## config.mk

```make
export PLATFORM = sky130hd
export DESIGN_NAME = spi_master
export DESIGN_NICKNAME = d
export VERILOG_FILES = /design/src/rtl/spi_master.sv
export SDC_FILE = /design/constraint.sdc
export NUM_CORES = 1
export LEC_CHECK = 0
export ABC_AREA = 0
export ABC_CLOCK_PERIOD_IN_PS = 3300
export CAP_MARGIN = 20
export CORE_MARGIN = 3
export CORE_UTILIZATION = 50
export CTS_CLUSTER_SIZE = 16
export DETAILED_ROUTE_END_ITERATION = 7
export PLACE_DENSITY = 0.86
export SYNTH_ARGS = -nofsm -noshare
export SYNTH_HDL_FRONTEND = slang
export SYNTH_SLANG_ARGS = --single-unit
```

## constraint.sdc

```tcl
create_clock -name clk -period 3.3 [get_ports clk]
set_clock_uncertainty 0.2 [all_clocks]
set_input_delay 0.66 -clock clk [delete_from_list [all_inputs] [get_ports clk]]
set_output_delay 0.66 -clock clk [all_outputs]
set_load 0.01 [all_outputs]
```

## src/rtl/spi_master.sv

```systemverilog
// SPI mode-0 (CPOL=0, CPHA=0) master shift engine, MSB first, one DATA_W-bit word per transfer.
//
// Ports:
//   clk, rst          system clock (rising edge) and asynchronous active-low reset
//   tx_data/tx_valid  word to send and start request; accepted when tx_valid & tx_ready
//   tx_ready          high only while idle
//   rx_data/rx_valid  received word, updated with a one-cycle rx_valid pulse
//   busy              high whenever a transfer is in progress (any state but idle)
//   sclk/mosi/miso    SPI clock (idles low), data out, data in
//   cs_n              active-low chip select, held low from accept through the hold phase
//
// Sequencing: IDLE -> SETUP (CLK_DIV cycles) -> SHIFT (2*DATA_W*CLK_DIV cycles)
//             -> DONE (CLK_DIV cycles) -> IDLE.
module spi_master #(
  parameter int unsigned DATA_W  = 8,
  parameter int unsigned CLK_DIV = 4
) (
  input  logic              clk,
  input  logic              rst,
  input  logic [DATA_W-1:0] tx_data,
  input  logic              tx_valid,
  output logic              tx_ready,
  output logic [DATA_W-1:0] rx_data,
  output logic              rx_valid,
  output logic              busy,
  output logic              sclk,
  output logic              mosi,
  input  logic              miso,
  output logic              cs_n
);

  // A CLK_DIV of 1 still needs a one-bit counter that simply stays at 0.
  localparam int unsigned DivW = (CLK_DIV > 1) ? $clog2(CLK_DIV) : 1;
  localparam int unsigned BitW = $clog2(DATA_W + 1);
  localparam logic [DivW-1:0] DivLast = DivW'(CLK_DIV - 1);
  localparam logic [BitW-1:0] BitLast = BitW'(DATA_W);

  typedef enum logic [1:0] {StIdle, StSetup, StShift, StDone} state_e;

  state_e state_q, state_d;

  logic [DivW-1:0]   div_q, div_d;
  logic [BitW-1:0]   bit_q, bit_d;
  logic [DATA_W-1:0] tx_sr_q, tx_sr_d;
  logic [DATA_W-1:0] rx_sr_q, rx_sr_d;
  logic [DATA_W-1:0] rx_data_q, rx_data_d;
  logic              sclk_q, sclk_d;
  logic              mosi_q, mosi_d;
  logic              cs_n_q, cs_n_d;
  logic              rx_valid_q, rx_valid_d;

  logic div_end;
  logic last_fall;

  // div_q paces every timed phase: SETUP and DONE length, and the sclk half-period in SHIFT.
  assign div_end   = (div_q == DivLast);
  // bit_q counts rising edges, so the falling edge after the DATA_W-th rise ends SHIFT.
  assign last_fall = sclk_q && div_end && (bit_q == BitLast);

  // State register.
  always_ff @(posedge clk or negedge rst) begin
    if (!rst) begin
      state_q <= StIdle;
    end else begin
      state_q <= state_d;
    end
  end

  // Next-state logic.
  always_comb begin
    state_d = state_q;
    unique case (state_q)
      StIdle:  if (tx_valid)  state_d = StSetup;
      StSetup: if (div_end)   state_d = StShift;
      StShift: if (last_fall) state_d = StDone;
      StDone:  if (div_end)   state_d = StIdle;
    endcase
  end

  // Datapath and registered pin next-state.
  always_comb begin
    div_d      = div_q;
    bit_d      = bit_q;
    tx_sr_d    = tx_sr_q;
    rx_sr_d    = rx_sr_q;
    rx_data_d  = rx_data_q;
    sclk_d     = sclk_q;
    mosi_d     = mosi_q;
    cs_n_d     = cs_n_q;
    rx_valid_d = 1'b0;
    unique case (state_q)
      StIdle: begin
        if (tx_valid) begin
          // Latch the word and present its MSB now so it is stable for the whole setup time.
          tx_sr_d = tx_data;
          mosi_d  = tx_data[DATA_W-1];
          cs_n_d  = 1'b0;
          div_d   = '0;
          bit_d   = '0;
          rx_sr_d = '0;
        end
      end
      StSetup: begin
        div_d = div_end ? '0 : div_q + 1'b1;
      end
      StShift: begin
        if (div_end) begin
          div_d  = '0;
          sclk_d = ~sclk_q;
          if (!sclk_q) begin
            // Rising sclk: the slave's bit is stable, capture it.
            rx_sr_d = {rx_sr_q[DATA_W-2:0], miso};
            bit_d   = bit_q + 1'b1;
          end else begin
            // Falling sclk: advance to the next outgoing bit.
            tx_sr_d = {tx_sr_q[DATA_W-2:0], 1'b0};
            mosi_d  = tx_sr_q[DATA_W-2];
          end
        end else begin
          div_d = div_q + 1'b1;
        end
      end
      StDone: begin
        if (div_end) begin
          div_d      = '0;
          cs_n_d     = 1'b1;
          rx_data_d  = rx_sr_q;
          rx_valid_d = 1'b1;
        end else begin
          div_d = div_q + 1'b1;
        end
      end
    endcase
  end

  always_ff @(posedge clk or negedge rst) begin
    if (!rst) begin
      div_q      <= '0;
      bit_q      <= '0;
      tx_sr_q    <= '0;
      rx_sr_q    <= '0;
      rx_data_q  <= '0;
      sclk_q     <= 1'b0;
      mosi_q     <= 1'b0;
      cs_n_q     <= 1'b1;
      rx_valid_q <= 1'b0;
    end else begin
      div_q      <= div_d;
      bit_q      <= bit_d;
      tx_sr_q    <= tx_sr_d;
      rx_sr_q    <= rx_sr_d;
      rx_data_q  <= rx_data_d;
      sclk_q     <= sclk_d;
      mosi_q     <= mosi_d;
      cs_n_q     <= cs_n_d;
      rx_valid_q <= rx_valid_d;
    end
  end

  // Outputs.
  always_comb begin
    tx_ready = (state_q == StIdle);
    busy     = (state_q != StIdle);
    rx_data  = rx_data_q;
    rx_valid = rx_valid_q;
    sclk     = sclk_q;
    mosi     = mosi_q;
    cs_n     = cs_n_q;
  end

endmodule
```

==> results of run 1 <==
state kept, by name (all words and copies together) (netlist names):
register	count
state_q	2
tx_sr_q	7
bit_q	4
mosi	1
div_q	2
cs_n	1
sclk	1
rx_data	8
rx_sr_q	8
rx_valid	1
worst min-delay path: cells and delay by family (launching register included):
| kind | cells | cell delay (ns) |
|---|---|---|
| simple gates | 2 | 0.10 |
| flops | 1 | 0.36 |
through the flow:
step	hold WS (ns)	power (uW)	instances	utilization, %
floorplan	0.1644	1267	156	-
global placement	0.2543	1454	223	63.98
CTS	0.2883	1754	231	65.66
detailed placement	0.2645	1517	223	63.98
global route	0.3140	1873	231	65.66
finish	0.2872	1749	231	65.66
kinds of logic after synthesis:
kind of cell	count (synthesis)
buffers and inverters	22
and+or+nand+nor	41
muxes	28
DFF	35
xor gates and xnor gates	1
AOI/OAI and AO/OA	21
adders and majority gates	8
routing by layer:
layer  wire length, microns  GRT usage, %  share of wire (%)
met1                   1511         23.46                 43
met2                   1733         32.69                 49
met3                    221         5.299                6.2
met4                     76         8.031                2.1
met5                      0             0                  0
layout make-up:
type                            count  share of cell area [%]
Sequential cell                    35                   41.70
Inverter                           17                   3.034
Clock inverter                      2                  0.5949
Timing Repair Buffer               28                   12.97
Multi-Input combinational cell     99                   37.12
Tap cell                           44                   2.617
Clock buffer                        6                   1.963
synthesized netlist by cell type (3+ instances only):
cell and count:
dfrtp_1 34, nand2_1 25, inv_1 17, mux2i_1 13, o21ai_0 9, ha_1 8, mux2_2 7, mux2_4 7
nand2b_1 3, nand3b_1 3, nor4_1 3
worst paths after layout:
| check | cells after the start | startpoint | endpoint |
|---|---|---|---|
| worst max-delay path | 3 | state_q[1]$_DFFE_PN0P_ | tx_ready |
| worst min-delay path | 2 | div_q[1]$_DFFE_PN0P_ | div_q[1]$_DFFE_PN0P_ |
| worst max register to register | 5 | state_q[0]$_DFFE_PN0P_ | tx_sr_q[5]$_DFFE_PN0P_ |
| worst min register to register | 2 | div_q[1]$_DFFE_PN0P_ | div_q[1]$_DFFE_PN0P_ |
| max in group asynchronous | 2 | rst | cs_n$_DFFE_PN1P_ |
| min in group asynchronous | 2 | rst | state_q[0]$_DFFE_PN0P_ |
report_power, final:
part,leakage [uW],internal (uW),switching [uW]
sequential,0.000432,569,87.6
combinational,0.000487,441,421
clock,0.0000282,82.1,147
==> impl_metrics.tcl, run 1 <==
set metrics [dict create \
    maxCapViolCount 0 \
    max_freq_mhz 365.9 \
    ff_latch_area_sq_um 877.1 \
    worst_setup_path_start_kind "flop" \
    portBuffers 25 \
    synthSimpleGateAreaFrac_pct 11.44 \
    rsz0062_at_grt "false" \
    async_flop_share_pct 100.0 \
    synth_top_cell_by_area "dfrtp_1" \
    ys_seq_area_share_pct 50.14 \
    dieArea_sq_um 4244 \
    path_buf_inv 2 \
    synth.distinct_cells 32 \
    cts_tree "built" \
    worst_path_largest_cell_delay_ns 0.59 \
    r2r_slack_ns 0.92 \
    critPathMaxFanout 7 \
    antenna_found_initial 0 \
    placed_area_sq_um 2049 \
    rows 20 \
    synthMuxAreaShare_pct 18.74 \
    grt_max_degree 36 \
    clockBufferDepth 2 \
    syn-cell-area_sq_um 1749 \
    timing.final.ws_setup_ns 0.5671 \
    wire_per_inst_microns 15.33 \
    synthCells 156 \
    ioPinCount 26 \
    criticalPathCategory "reg -> out" \
    cts_resized 0 \
    synthToLayoutAreaGrowth_pct 20.24 \
    numCtsBuffers 5 \
    clk_latency_ns 0.35 \
    mostFrequentLayoutCell "dfrtp_1" \
    hold_path.class "reg -> reg" \
    holdBufCountCts 0 \
    ant_nets 0 \
    slew_violations 0 \
    clock-sinks 35 \
    peakVddDrop_mv 0.3829 \
    synth_edf_count 0 \
    vias 1214 \
    drt_iter0_markers 64 \
    hold_viol 0 \
    finalCritPeriodShare_pct 82.81 \
    first_pass_iters 4 \
    clkTransAtPathRegs_ns 0.11 \
    core_sq_um 3203 \
    place_ws_ns 0.8757 \
    avgSynthCellArea_sq_um 11.21 \
    hpwl_mm 2.506 \
    drive_gt1_share_pct 14.97 \
    root_buffer "clkbuf_4" \
    wl_mm 3.542 \
    synth_ff_type "dfrtp_1" \
    setup_viol 0 \
    start_util_pct 54.61 \
    cp_top_family "buffers and inverters" \
    worst_pin_slew_ns 0.5828 \
    pwr_density_cell_nw_per_um2 831.3 \
    synthesis.yosys.warnings 0 \
    design_area_sq_um 2103 \
    grt-ovfl-total 0 \
    synth_xor_area_share_pct 0.5007 \
    htreeDepth 2 \
    synth-seq-cells 35 \
    syn_nets 176 \
    fp.dieW_microns 65.15 \
    layout_min_cycle_time_ns 2.733 \
    fillCellCount 267 \
    multiInputGateArea_sq_um 780.7 \
    layout.nets 206 \
    yosys.area.top_type_share_pct 48.64 \
    cp-end-kind "output pin" \
    synth_compound_area_share_pct 8.226 \
    viasPerCell 5.255 \
    gp_congestion 0.8054 \
    synth.area.top_cells "dfrtp_1, mux2i_1, mux2_4" \
    cp_cell_sequence "inv_1 -> ha_1 -> clkdlybuf4s50_1" \
    die_y_microns 65.15 \
    layout_common_cells "dfrtp_1, nand2_1, clkdlybuf4s50_1" \
    p_leak_uw 0.0009475 \
    status "completed" \
    cp_slowest_cell "clkdlybuf4s50_1" \
    synth_adder_area_share_pct 5.722 \
    crit_required_ns 2.44 \
    cts_setup_buffers 0 \
    drc 0 \
    diodes 0 \
    grt_pass1_vias 1288 \
    grt_pass1_wl_mm 6.203 \
    final.setup.tns_ns 0 \
    slew_headroom_pct 61.15 \
    arrival_ns 1.87 \
    synth_top_family_by_area "multiplexers" \
    grt.total_usage_pct 19.40 \
]
Note: power is estimated with default switching activity, not from simulation.
==> run 2: changes to the inputs <==
--- a/config.mk
+++ b/config.mk
@@ -6,7 +6,7 @@
 export NUM_CORES = 1
 export LEC_CHECK = 0
 export ABC_AREA = 0
-export ABC_CLOCK_PERIOD_IN_PS = 3300
+export ABC_CLOCK_PERIOD_IN_PS = 2700
 export CAP_MARGIN = 20
 export CORE_MARGIN = 3
 export CORE_UTILIZATION = 50
==> constraint.sdc (replaced) <==
create_clock -name clk -period 2.7 [get_ports clk]
set_clock_uncertainty 0.2 [all_clocks]
set_input_delay 0.54 -clock clk [delete_from_list [all_inputs] [get_ports clk]]
set_output_delay 0.54 -clock clk [all_outputs]
set_load 0.01 [all_outputs]
==> run 2 against run 1 <==
  * Register-to-register slack lost 0.52 ns
  * Clock power grew 63%
  * Sequential cell count is the same
  * Cell area grew 1.2%
  * Worst hold slack gained 0.0048 ns
  * Sequential share of layout area shrank 0.49 points
  * Non-clock buffer count is the same
  * Global-route usage shrank 0.53 points
  * Utilization grew 0.78 points
  * Critical path type unchanged
  * Critical endpoint unchanged
  * Largest power group unchanged
==> impl_metrics.tcl, run 2 (same netlist as run 1, synthesis figures left out) <==
set metrics [dict create \
    drc 0 \
    start_util_pct 54.61 \
    status "completed" \
    grt_pass1_wl_mm 6.003 \
    clockBufferDepth 2 \
    criticalPathCategory "reg -> out" \
    ant_nets 0 \
    layout.nets 206 \
    clk_latency_ns 0.34 \
    crit_required_ns 1.96 \
    hold_ws_ns 0.2920 \
    drive_gt1_share_pct 14.97 \
    multiInputGateArea_sq_um 780.7 \
    slew_violations 0 \
    diodes 0 \
    viasPerCell 5.338 \
    p_sw_uw 796.2 \
    rows 20 \
    pwr_density_cell_nw_per_um2 1045 \
    dieArea_sq_um 4244 \
    p_leak_uw 0.0009577 \
    arrival_ns 1.80 \
    r2r_slack_ns 0.40 \
    reg2reg_from "state_q[0]$_DFFE_PN0P_" \
    cts_tree "built" \
    vias 1233 \
    power_switching_share_pct 35.80 \
    layout_min_cycle_time_ns 2.542 \
    p_int_uw 1428 \
    peakVddDrop_mv 0.5370 \
    wl_met3_microns 206 \
    seq_power_share_pct 36.1 \
    htreeDepth 2 \
    wl_met2_mm 1.739 \
    max_freq_mhz 393.5 \
    dr.max_layer_used "met4" \
    fp.dieW_microns 65.15 \
    wl_met1_mm 1.501 \
    layout_common_cells "dfrtp_1, nand2_1, clkdlybuf4s50_1" \
    mostFrequentLayoutCell "dfrtp_1" \
    ioPinCount 26 \
    comb_power_share_pct 47.1 \
    die_y_microns 65.15 \
    worst_setup_path_start_kind "flop" \
    hpwl_mm 2.520 \
    setup_viol 0 \
    first_pass_iters 4 \
    maxCapViolCount 0 \
    fillCellCount 267 \
    holdBufCountCts 0 \
    endpoint "tx_ready" \
    power_uw 2224 \
    critPathMaxFanout 7 \
    grt-ovfl-total 0 \
    portBuffers 25 \
    clock-sinks 35 \
    numCtsBuffers 5 \
    rr_worst_depth 5 \
    crit_path_start "state_q[0]$_DFFE_PN0P_" \
    hold_viol 0 \
    grt.total_usage_pct 18.87 \
    grt_pass1_vias 1288 \
    wire_per_inst_microns 15.21 \
    ff_latch_area_sq_um 877.1 \
    cts_setup_buffers 0 \
    hold_path.class "reg -> reg" \
    worst_r2r_endpoint "tx_sr_q[1]$_DFFE_PN0P_" \
    grt_max_degree 36 \
    postLayoutCoreUtil_pct 66.45 \
    worst_pin_slew_ns 0.5142 \
    fin_cells 231 \
    hold_path.startpoint "rx_data[2]$_DFFE_PN0P_" \
    wl_mm 3.514 \
    final.setup.tns_ns 0 \
    synthToLayoutAreaGrowth_pct 21.67 \
    gp_congestion 0.8116 \
    slew_headroom_pct 65.72 \
    antenna_found_initial 0 \
    rsz0062_at_grt "false" \
    cts_resized 0 \
    core_sq_um 3203 \
    finalCritPeriodShare_pct 94.13 \
    root_buffer "clkbuf_4" \
    clkTransAtPathRegs_ns 0.11 \
    place_inst 223 \
    cp-end-kind "output pin" \
    drt_iter0_markers 57 \
    power_frac_clock_pct 16.8 \
]
run 2: changes by cell type in the layout (fill, tap and decap cells not counted), sizes merged:
cell / change
bufinv: +1
clkinv: -1
run 2: power groups by stage:
stage	clock network (uW)	logic, uW	registers, uW
final	374	1050	804
after global routing	407	1140	827
after CTS	381	1050	800
after detailed placement	0	1050	808
after global placement	0	978	799
after floorplan	0	749	800
run 2: layout make-up:
| class | instances | share of cell area [%] |
|---|---|---|
| clock buffers | 6 | 1.940 |
| flip-flops and latches | 35 | 41.21 |
| repair buffers | 28 | 12.82 |
| clock inverters | 2 | 1.764 |
| inverters | 17 | 2.998 |
| multi-input cells | 99 | 36.68 |
| well taps | 44 | 2.587 |
run 2: per-layer routing:
layer  global-route usage (%)  up-vias
li1                         -      586
met1                    22.41      605
met2                    31.29       36
met3                    5.299        6
met4                    9.585        0
met5                        0        -
run 2: worst min path at each step:
stage,end,slack (ns),cells past startpoint
4_1_cts,rx_data[2]$_DFFE_PN0P_,0.30,2
2_1_floorplan,bit_q[0]$_DFFE_PN0P_,0.04,0
3_3_place_gp,div_q[1]$_DFFE_PN0P_,0.25,2
6_report,rx_data[2]$_DFFE_PN0P_,0.29,2
5_1_grt,rx_data[2]$_DFFE_PN0P_,0.33,2
3_5_place_dp,rx_data[2]$_DFFE_PN0P_,0.27,2
run 2: critical path, stage by stage, from the launching register on:
cell and delay (ns):
dfrtp_1 0.42, inv_1 0.14, ha_1 0.32, clkdlybuf4s50_1 0.59
run 2: through the flow:
stage                     area [sq um]  setup WS [ns]
after floorplan                   1749         0.7809
after global placement            2049         0.4474
after detailed placement          2049         0.3963
after global routing              2128        0.06438
final                             2128         0.1584
after CTS                         2128         0.1454
==> run 3: changes to the inputs <==
--- a/config.mk
+++ b/config.mk
@@ -13,6 +13,7 @@
 export CTS_CLUSTER_SIZE = 16
 export DETAILED_ROUTE_END_ITERATION = 7
 export PLACE_DENSITY = 0.86
+export SKIP_LAST_GASP = 1
 export SYNTH_ARGS = -nofsm -noshare
 export SYNTH_HDL_FRONTEND = slang
 export SYNTH_SLANG_ARGS = --single-unit
==> results of run 3 <==
Final layout, timing and power as in run 2 (identical DEF).
